## src/rtl/dot_square_detect.sv

```systemverilog
// Bounding-rectangle detector: scans a raster pixel stream for a key colour and
// reports the half-open, signed rectangle of all matches at frame end.
module dot_square_detect #(
  parameter int pHdisplayWidth = 11,
  parameter int pVdisplayWidth = 11,
  parameter int pColorDepth    = 16
) (
  input  logic                                     iClk,
  input  logic                                     iRst,
  input  logic [pColorDepth-1:0]                   iPixel,
  input  logic [pColorDepth-1:0]                   iKeyColor,
  input  logic [pHdisplayWidth-1:0]                iHpos,
  input  logic [pVdisplayWidth-1:0]                iVpos,
  input  logic                                     iPixelVd,
  input  logic                                     iFrameStart,
  input  logic                                     iFrameEnd,
  output logic signed [pHdisplayWidth:0]           oDLeftX,
  output logic signed [pHdisplayWidth:0]           oDRightX,
  output logic signed [pVdisplayWidth:0]           oDTopY,
  output logic signed [pVdisplayWidth:0]           oDUnderY,
  output logic [pHdisplayWidth+pVdisplayWidth-1:0] oCount,
  output logic                                     oFound,
  output logic                                     oVd,
  input  logic                                     iRdy,
  output logic                                     oOverrun
);

  localparam int HW = pHdisplayWidth;
  localparam int VW = pVdisplayWidth;
  localparam int CW = pHdisplayWidth + pVdisplayWidth;

  typedef enum logic {IDLE, SCAN} state_t;

  state_t        r_state, w_state_next;
  logic [HW-1:0] r_min_x, r_max_x, w_min_x_next, w_max_x_next;
  logic [VW-1:0] r_min_y, r_max_y, w_min_y_next, w_max_y_next;
  logic [CW-1:0] r_count, w_count_next;
  logic          r_hit, w_hit_next;
  logic          w_load;

  logic          w_match;
  logic [HW-1:0] w_cur_min_x, w_cur_max_x, w_new_min_x, w_new_max_x;
  logic [VW-1:0] w_cur_min_y, w_cur_max_y, w_new_min_y, w_new_max_y;
  logic [CW-1:0] w_cur_count, w_new_count;
  logic          w_cur_hit;
  logic [HW:0]   w_right_x;
  logic [VW:0]   w_under_y;

  assign w_match = iPixelVd && (iPixel == iKeyColor);

  // Running accumulators with this cycle's pixel folded in
  assign w_cur_min_x = (w_match && (iHpos < r_min_x)) ? iHpos : r_min_x;
  assign w_cur_max_x = (w_match && (iHpos > r_max_x)) ? iHpos : r_max_x;
  assign w_cur_min_y = (w_match && (iVpos < r_min_y)) ? iVpos : r_min_y;
  assign w_cur_max_y = (w_match && (iVpos > r_max_y)) ? iVpos : r_max_y;
  assign w_cur_count = (w_match && (r_count != '1))
                       ? r_count + {{(CW-1){1'b0}}, 1'b1} : r_count;
  assign w_cur_hit   = r_hit | w_match;

  // Freshly initialised accumulators with this cycle's pixel folded in
  assign w_new_min_x = w_match ? iHpos : '1;
  assign w_new_max_x = w_match ? iHpos : '0;
  assign w_new_min_y = w_match ? iVpos : '1;
  assign w_new_max_y = w_match ? iVpos : '0;
  assign w_new_count = w_match ? {{(CW-1){1'b0}}, 1'b1} : '0;

  // One extra bit so that position 2^W-1 yields 2^W exclusive edge
  assign w_right_x = {1'b0, w_cur_max_x} + {{HW{1'b0}}, 1'b1};
  assign w_under_y = {1'b0, w_cur_max_y} + {{VW{1'b0}}, 1'b1};

  always_comb begin
    w_state_next = r_state;
    w_min_x_next = r_min_x;
    w_max_x_next = r_max_x;
    w_min_y_next = r_min_y;
    w_max_y_next = r_max_y;
    w_count_next = r_count;
    w_hit_next   = r_hit;
    w_load       = 1'b0;
    case (r_state)
      IDLE: begin
        if (iFrameStart) begin
          w_state_next = SCAN;
          w_min_x_next = w_new_min_x;
          w_max_x_next = w_new_max_x;
          w_min_y_next = w_new_min_y;
          w_max_y_next = w_new_max_y;
          w_count_next = w_new_count;
          w_hit_next   = w_match;
        end
      end
      SCAN: begin
        if (iFrameEnd) begin
          // The pixel went to the closing frame, so the next frame starts empty
          w_load       = 1'b1;
          w_state_next = iFrameStart ? SCAN : IDLE;
          w_min_x_next = '1;
          w_max_x_next = '0;
          w_min_y_next = '1;
          w_max_y_next = '0;
          w_count_next = '0;
          w_hit_next   = 1'b0;
        end else if (iFrameStart) begin
          w_min_x_next = w_new_min_x;
          w_max_x_next = w_new_max_x;
          w_min_y_next = w_new_min_y;
          w_max_y_next = w_new_max_y;
          w_count_next = w_new_count;
          w_hit_next   = w_match;
        end else begin
          w_min_x_next = w_cur_min_x;
          w_max_x_next = w_cur_max_x;
          w_min_y_next = w_cur_min_y;
          w_max_y_next = w_cur_max_y;
          w_count_next = w_cur_count;
          w_hit_next   = w_cur_hit;
        end
      end
      default: w_state_next = IDLE;
    endcase
  end

  always_ff @(posedge iClk) begin
    if (iRst) begin
      r_state <= IDLE;
      r_min_x <= '1;
      r_max_x <= '0;
      r_min_y <= '1;
      r_max_y <= '0;
      r_count <= '0;
      r_hit   <= 1'b0;
    end else begin
      r_state <= w_state_next;
      r_min_x <= w_min_x_next;
      r_max_x <= w_max_x_next;
      r_min_y <= w_min_y_next;
      r_max_y <= w_max_y_next;
      r_count <= w_count_next;
      r_hit   <= w_hit_next;
    end
  end

  always_ff @(posedge iClk) begin
    if (iRst) begin
      oDLeftX  <= '0;
      oDRightX <= '0;
      oDTopY   <= '0;
      oDUnderY <= '0;
      oCount   <= '0;
      oFound   <= 1'b0;
      oVd      <= 1'b0;
      oOverrun <= 1'b0;
    end else begin
      if (w_load) begin
        oDLeftX  <= w_cur_hit ? $signed({1'b0, w_cur_min_x}) : '0;
        oDRightX <= w_cur_hit ? $signed(w_right_x) : '0;
        oDTopY   <= w_cur_hit ? $signed({1'b0, w_cur_min_y}) : '0;
        oDUnderY <= w_cur_hit ? $signed(w_under_y) : '0;
        oCount   <= w_cur_hit ? w_cur_count : '0;
        oFound   <= w_cur_hit;
        oVd      <= 1'b1;
        if (oVd && !iRdy) oOverrun <= 1'b1;
      end else if (oVd && iRdy) begin
        oVd <= 1'b0;
      end
    end
  end

endmodule

```

## config.mk

```make
export PLATFORM = sky130hd
export DESIGN_NAME = dot_square_detect
export DESIGN_NICKNAME = d
export VERILOG_FILES = /design/src/rtl/dot_square_detect.sv
export SDC_FILE = /design/constraint.sdc
export NUM_CORES = 1
export LEC_CHECK = 0
export CORE_MARGIN = 5
export CORE_UTILIZATION = 40
export DETAILED_ROUTE_END_ITERATION = 7
export GPL_ROUTABILITY_DRIVEN = 0
export SYNTH_ARGS = -nofsm -noshare
export SYNTH_HDL_FRONTEND = slang
export SYNTH_SLANG_ARGS = --single-unit
```

## constraint.sdc

```tcl
create_clock -name iClk -period 3.58 [get_ports iClk]
set_input_delay 0.358 -clock iClk [delete_from_list [all_inputs] [get_ports iClk]]
set_output_delay 0.358 -clock iClk [all_outputs]
set_load 0.03 [all_outputs]
```

==> key figures, run 1 <==
Place
  – Placed Cells: 1369
  – DP HPWL: 17600 um
  – IO buf count: 130
  – Worst slack, placed: 0.0529 ns

Clock network
  – CTS Hold Bufs: 0
  – Reg clk slew, reported paths: 0.06 ns
  – CTS Buffer Depth: 2
  – TritonCTS Sinks: 139
  – Worst skew pair latency: 0.43 ns
  – # H-tree levels: 4
  – CTS root buf: clkbuf_16
  – Setup Buffers After CTS: 0
  – Post-CTS sizing: 0
  – Inserted Clock Buffers: 17
  – TritonCTS clock tree: built

Logic synthesis
  – Avg Inst Size Synth: 8.07 um2
  – Mapped Area: 7920 um2
  – Synth cell types: 67
  – EDFF count, synth: 0
  – Ys async rst share: 0%
  – Post-Syn Instances: about 980
  – Synthesis Warnings: 0
  – Register area share after synthesis: 35.1%
  – #FFs+latches synth: 139
  – Commonest register cell after synthesis: dfxtp_1

Die
  – Core area: approximately 19000 um2
  – Die area: between 20000 and 25000 um2
  – Initial Utilization: 40.7%
  – Die Y: around 150 um
  – FP Rows: 51
  – Die extent in x: 151 um
  – I/O pins: 133

Drt
  – DR DRC count: 0
  – Via count: ~7600
  – WL final: 24200 um
  – DR pass1 iterations: 5
  – Initial detailed-routing violation count: slightly above 400
  – Antenna-violating nets left: 0
  – Via density: approximately 5.4
  – Avg WL per Cell: ~17 um

Flow run
  – MaxCap Viol Count: 0

Setup path
  – Crit path DAT: about 3.6 ns
  – Worst path bufs/invs: 1
  – Max stage delay cell, worst path: a2111oi_2
  – Worst-case reg-to-reg path depth: 15
  – CP Depth: 15
  – Crit path required time: 3.89 ns
  – Startpoint type of the worst setup path: flop
  – Setup CP Type: flop to flop
  – Critical-path cell list: inv_1, ha_1, a21oi_1, o21ai_0, a2111oi_2, nand4bb_1, mux2_2, ha_1, nand2_1, nor2_1, nand2_1, mux2_2, nor2_1, xor2_1, o21ai_0
  – Worst stage delay on the critical path: 0.45 ns
  – Setup crit end kind: flop
  – Cell family with most CP delay: compound AO/OA/AOI/OAI gates
  – CP max FO: 4

STA
  – Final worst slack: 0.325 ns
  – Worst Clk Skew: 0.00956 ns
  – Relative slew slack: 40.3%
  – RSZ-0062 raised after global routing: no
  – F_max: 307 MHz
  – Fin crit period: about 3.3 ns
  – # setup viols final: 0
  – Final setup TNS: 0 ns
  – Final Max Tran Viols: 0
  – Tightest Pin Transition: 0.887 ns
  – Hold Fails Final Rpt: 0
  – Period utilization: about nine tenths

Finish
  – Diode count: 0
  – Fraction of layout cells with a size suffix above 1: 10.0%
  – Fillcell total: between 1500 and 2000
  – Non-filler cells, final: 1400
  – Layout area overhead: 30.0%
  – Nets: 1228

Global routing
  – Total global-route track usage: 21.7%
  – Initial antenna violation count: 0
  – Global route overflow: 0
  – Vias in the first global route: 7356
  – First-pass GRT wire length: 39000 um
  – Pin count of the biggest net entering global routing: 57

Outcome
  – Outcome: finished clean

Power
  – PD cells: 363 nW/um2
  – Max rail drop VDD: roughly 0.22 mV
  – Total Power: 3.75 mW
  – Cell leakage power: 3.88 nW

Worst hold path
  – Hold path depth: 2
  – Worst Hold Class: primary input to flop
[placed cells by master, fill, tap and decap left out, drive strengths merged, types with 4 or more instances in the layout]
master and count:
nand3 29, a21o 6, nor2b 4, nand4 19, nor3 25, mux2 7, a211oi 8, o22ai 5
mux2i 17, nor2 64, o21ai 94, or3 5, inv 52, a31oi 18, nand2 115, and2 8
nor4 9, xnor2 39, clkbuf 22, xor2 15, buf 56, clkdlybuf4s50 129, dfxtp 139, nand2b 12
a21oi 79, and3 8, o211ai 12, ha 45, a22oi 16, nand3b 5, a2bb2oi 4, a32o 4
a311oi 15, a2111oi 9
[where the power goes]
part / switching (mW) / total (mW) / internal (mW)
Clock: 0.703 / 1.78 / 1.08
Sequential: 0.0127 / 1.58 / 1.56
Combinational: 0.217 / 0.387 / 0.170
Total: 0.933 / 3.75 / 2.81
[final timing paths]
check / endpoint / slack, ns / from
worst max-delay path: oDRightX[8]$_SDFFE_PP0P_ / 0.33 / r_max_x[6]$_SDFFE_PP0P_
worst min-delay path: oDUnderY[1]$_SDFFE_PP0P_ / 0.34 / iRst
worst max register to register: oDRightX[8]$_SDFFE_PP0P_ / 0.33 / r_max_x[6]$_SDFFE_PP0P_
worst min register to register: oDRightX[2]$_SDFFE_PP0P_ / 0.45 / oDRightX[2]$_SDFFE_PP0P_
[cell families (layout without fill, tap and decap cells)]
family / count (synthesis) / in the layout / synth area share, %
compound gates: 291 / 291 / 23.5
simple gates: 313 / 313 / 19.3
other cells: 1 / 2 / 0.0473
xor+xnor: 54 / 54 / 5.97
buf+inv: 115 / 267 / 5.87
flops: 139 / 139 / 35.1
mux: 24 / 24 / 3.14
fa+ha+maj: 45 / 45 / 7.11
[area by class of cell]
cell class	instances	area (um2)	share of cell area, %
Multi-Input combinational cell	729	4690	45.5
Timing Repair Buffer	185	1720	16.7
Inverter	51	191	1.86
Tap cell	265	332	3.22
Sequential cell	139	2780	27.0
Clock buffer	22	474	4.60
Clock inverter	9	114	1.10
[per-stage QoR]
step	utilization, %	instance area, um2	hold WS [ns]
after global placement	49.9	9720	0.434
final	52.9	10300	0.343
after CTS	52.9	10300	0.328
after global routing	52.9	10300	0.362
after floorplan	-	7930	0.445
after detailed placement	49.9	9720	0.441
[state kept, by name, summed over array words and instances, names as in the netlist, 11 cells and up]
signal    cells
oCount       22
r_min_x      11
oDUnderY     12
r_count      22
oDRightX     12
r_min_y      11
oDTopY       11
r_max_x      11
oDLeftX      11
r_max_y      11
[metal layers]
layer  GRT usage, %  vias to the layer above  part of all wire [%]
li1               -                     3798                     -
met3           4.49                       53                   5.2
met2           33.4                      223                    45
met5              0                        -                     0
met1           29.8                     3555                    47
met4           8.48                        0                   2.8
[synth_stat cells (15+ instances only)]
| cell | instances | area (um2) |
|---|---|---|
| a22oi_1 | 16 | 120 |
| nor3_1 | 23 | 115 |
| clkbuf_1 | 47 | 176 |
| mux2i_1 | 17 | 170 |
| a311oi_1 | 15 | 131 |
| a31oi_1 | 17 | 106 |
| a21oi_1 | 79 | 395 |
| nand4_1 | 17 | 106 |
| xor2_1 | 15 | 131 |
| dfxtp_1 | 139 | 2780 |
| nand3_1 | 28 | 140 |
| nand2_1 | 115 | 432 |
| nor2_1 | 64 | 240 |
| ha_1 | 45 | 563 |
| o21ai_0 | 88 | 440 |
| inv_1 | 51 | 191 |
| xnor2_1 | 39 | 342 |
(Power assumes the default switching activity.)
==> run 2: changes to the inputs <==
PLACE_DENSITY = 0.68   (was not set)
==> key figures, run 2 (synthesis gave the netlist of run 1 again) <==
Drt
  – Antenna-violating nets left: 0
  – Initial detailed-routing violation count: 496
  – WL final: roughly 24000 um
  – DR DRC count: 0
  – Via density: 5.48
  – DR pass1 iterations: 5
  – Via count: 7709
  – Avg WL per Cell: approximately 17 um

Setup path
  – Crit path DAT: approximately 3.6 ns
  – Setup crit end kind: flop
  – Crit path required time: 3.93 ns
  – CP max FO: 5
  – Startpoint type of the worst setup path: flop
  – Setup CP Type: flop to flop

Die
  – Core area: 19500 um2
  – Die area: roughly 23000 um2
  – Initial Utilization: 40.7%
  – FP Rows: 51
  – I/O pins: 133
  – Die Y: 151 um
  – Die extent in x: 151 um

Clock network
  – CTS Hold Bufs: 0
  – CTS Buffer Depth: 2
  – CTS root buf: clkbuf_16
  – Post-CTS sizing: 0
  – Worst skew pair latency: 0.43 ns
  – Reg clk slew, reported paths: 0.06 ns
  – Setup Buffers After CTS: 0
  – TritonCTS clock tree: built
  – Inserted Clock Buffers: 17
  – # H-tree levels: 4
  – TritonCTS Sinks: 139

Global routing
  – Total global-route track usage: roughly a fifth
  – Vias in the first global route: 7262
  – First-pass GRT wire length: 38100 um
  – Global route overflow: 0
  – Initial antenna violation count: 0
  – Pin count of the biggest net entering global routing: 53

Outcome
  – Outcome: finished clean

STA
  – Final Max Tran Viols: 0
  – Relative slew slack: 38.4%
  – Hold Fails Final Rpt: 0
  – Tightest Pin Transition: about 0.9 ns
  – F_max: between 300 and 400 MHz
  – RSZ-0062 raised after global routing: no
  – Period utilization: 90.3%
  – Worst Clk Skew: approximately 0.016 ns
  – # setup viols final: 0
  – Final setup TNS: 0 ns
  – Fin crit period: 3.23 ns

Power
  – Total Power: 3.94 mW
  – PD cells: 378 nW/um2
  – Max rail drop VDD: 0.332 mV
  – Cell leakage power: 3.95 nW

Finish
  – Fraction of layout cells with a size suffix above 1: 10.6%
  – Diode count: 0
  – Top flop regs: oCount (22), r_count (22)
  – Nets: around 1200
  – Commonest non-fill, non-tap cell in the layout: dfxtp_1
  – Layout area overhead: 31.5%
  – Most frequent cells in the layout: dfxtp_1, clkdlybuf4s50_1, nand2_1
  – Design area: 10400 um2

Place
  – DP HPWL: around 18000 um
  – IO buf count: 130
  – Cell area after placement: approximately 10000 um2

Flow run
  – MaxCap Viol Count: 0

Worst hold path
  – Worst Hold Class: primary input to flop
-- run 2: changes by cell type in the layout (fill, tap and decap cells not counted) --
cell	previous run	this run
buf_12	1	0
inv_6	1	0
clkinvlp_4	3	2
buf_4	54	62
nand2b_1	11	12
nand2b_2	1	0
bufinv_16	2	5
-- run 2: critical path: stages (launching register included) --
cell       delay [ns]
dfxtp_1          0.38
inv_1            0.14
ha_1             0.33
a21oi_1          0.12
o21ai_0          0.12
a2111oi_2        0.43
nand4bb_1        0.27
mux2_2           0.39
ha_1             0.20
buf_4            0.15
nand3_1          0.07
mux2_2           0.18
nor2_1           0.06
xor2_1           0.17
o21ai_0          0.13
-- run 2: layer usage --
metal / vias to the layer above / wire [um] / global-route usage, %
met1: 3605 / 10600 / 27.5
met2: 249 / 11500 / 34.7
met3: 41 / 1420 / 4.00
met4: 0 / 595 / 7.52
met5: - / 0 / 0
li1: 3814 / - / -
-- run 2: path summary, 6_finish.rpt --
kind	depth (start not counted)	from	endpoint	slack, ns
setup / recovery	14	r_max_x[6]$_SDFFE_PP0P_	oDRightX[8]$_SDFFE_PP0P_	0.35
hold / removal	2	iRst	r_max_y[7]$_SDFFE_PP0P_	0.25
setup reg to reg	14	r_max_x[6]$_SDFFE_PP0P_	oDRightX[8]$_SDFFE_PP0P_	0.35
hold reg to reg	2	oDLeftX[2]$_SDFFE_PP0P_	oDLeftX[2]$_SDFFE_PP0P_	0.45
-- run 2: where the power goes --
group	switching [mW]	internal (mW)
logic	0.218	0.171
registers	0.0127	1.56
clock network	0.682	1.29
total	0.913	3.03
-- run 2: layout make-up --
cell class                      instances  area (um2)
Timing Repair Buffer                  192        1760
Clock inverter                         10         188
Clock buffer                           22         474
Inverter                               51         191
Fill cell                            1816        9050
Sequential cell                       139        2780
Tap cell                              265         332
Multi-Input combinational cell        729        4690
-- run 2: metrics by stage --
stage	utilization (%)	hold WS, ns	setup slack [ns]	std cells
3_5_place_dp	50.1	0.442	0.0929	1376
6_report	53.5	0.246	0.347	1408
3_3_place_gp	50.1	0.434	0.145	1376
4_1_cts	53.5	0.233	0.389	1408
2_1_floorplan	-	0.445	0.290	983
5_1_grt	53.5	0.251	0.210	1408
==> run 3: changes to the inputs <==
CTS_CLUSTER_DIAMETER = 50   (was not set)
==> results of run 3 <==
No change in the layout: final DEF, timing and power equal those of run 2.
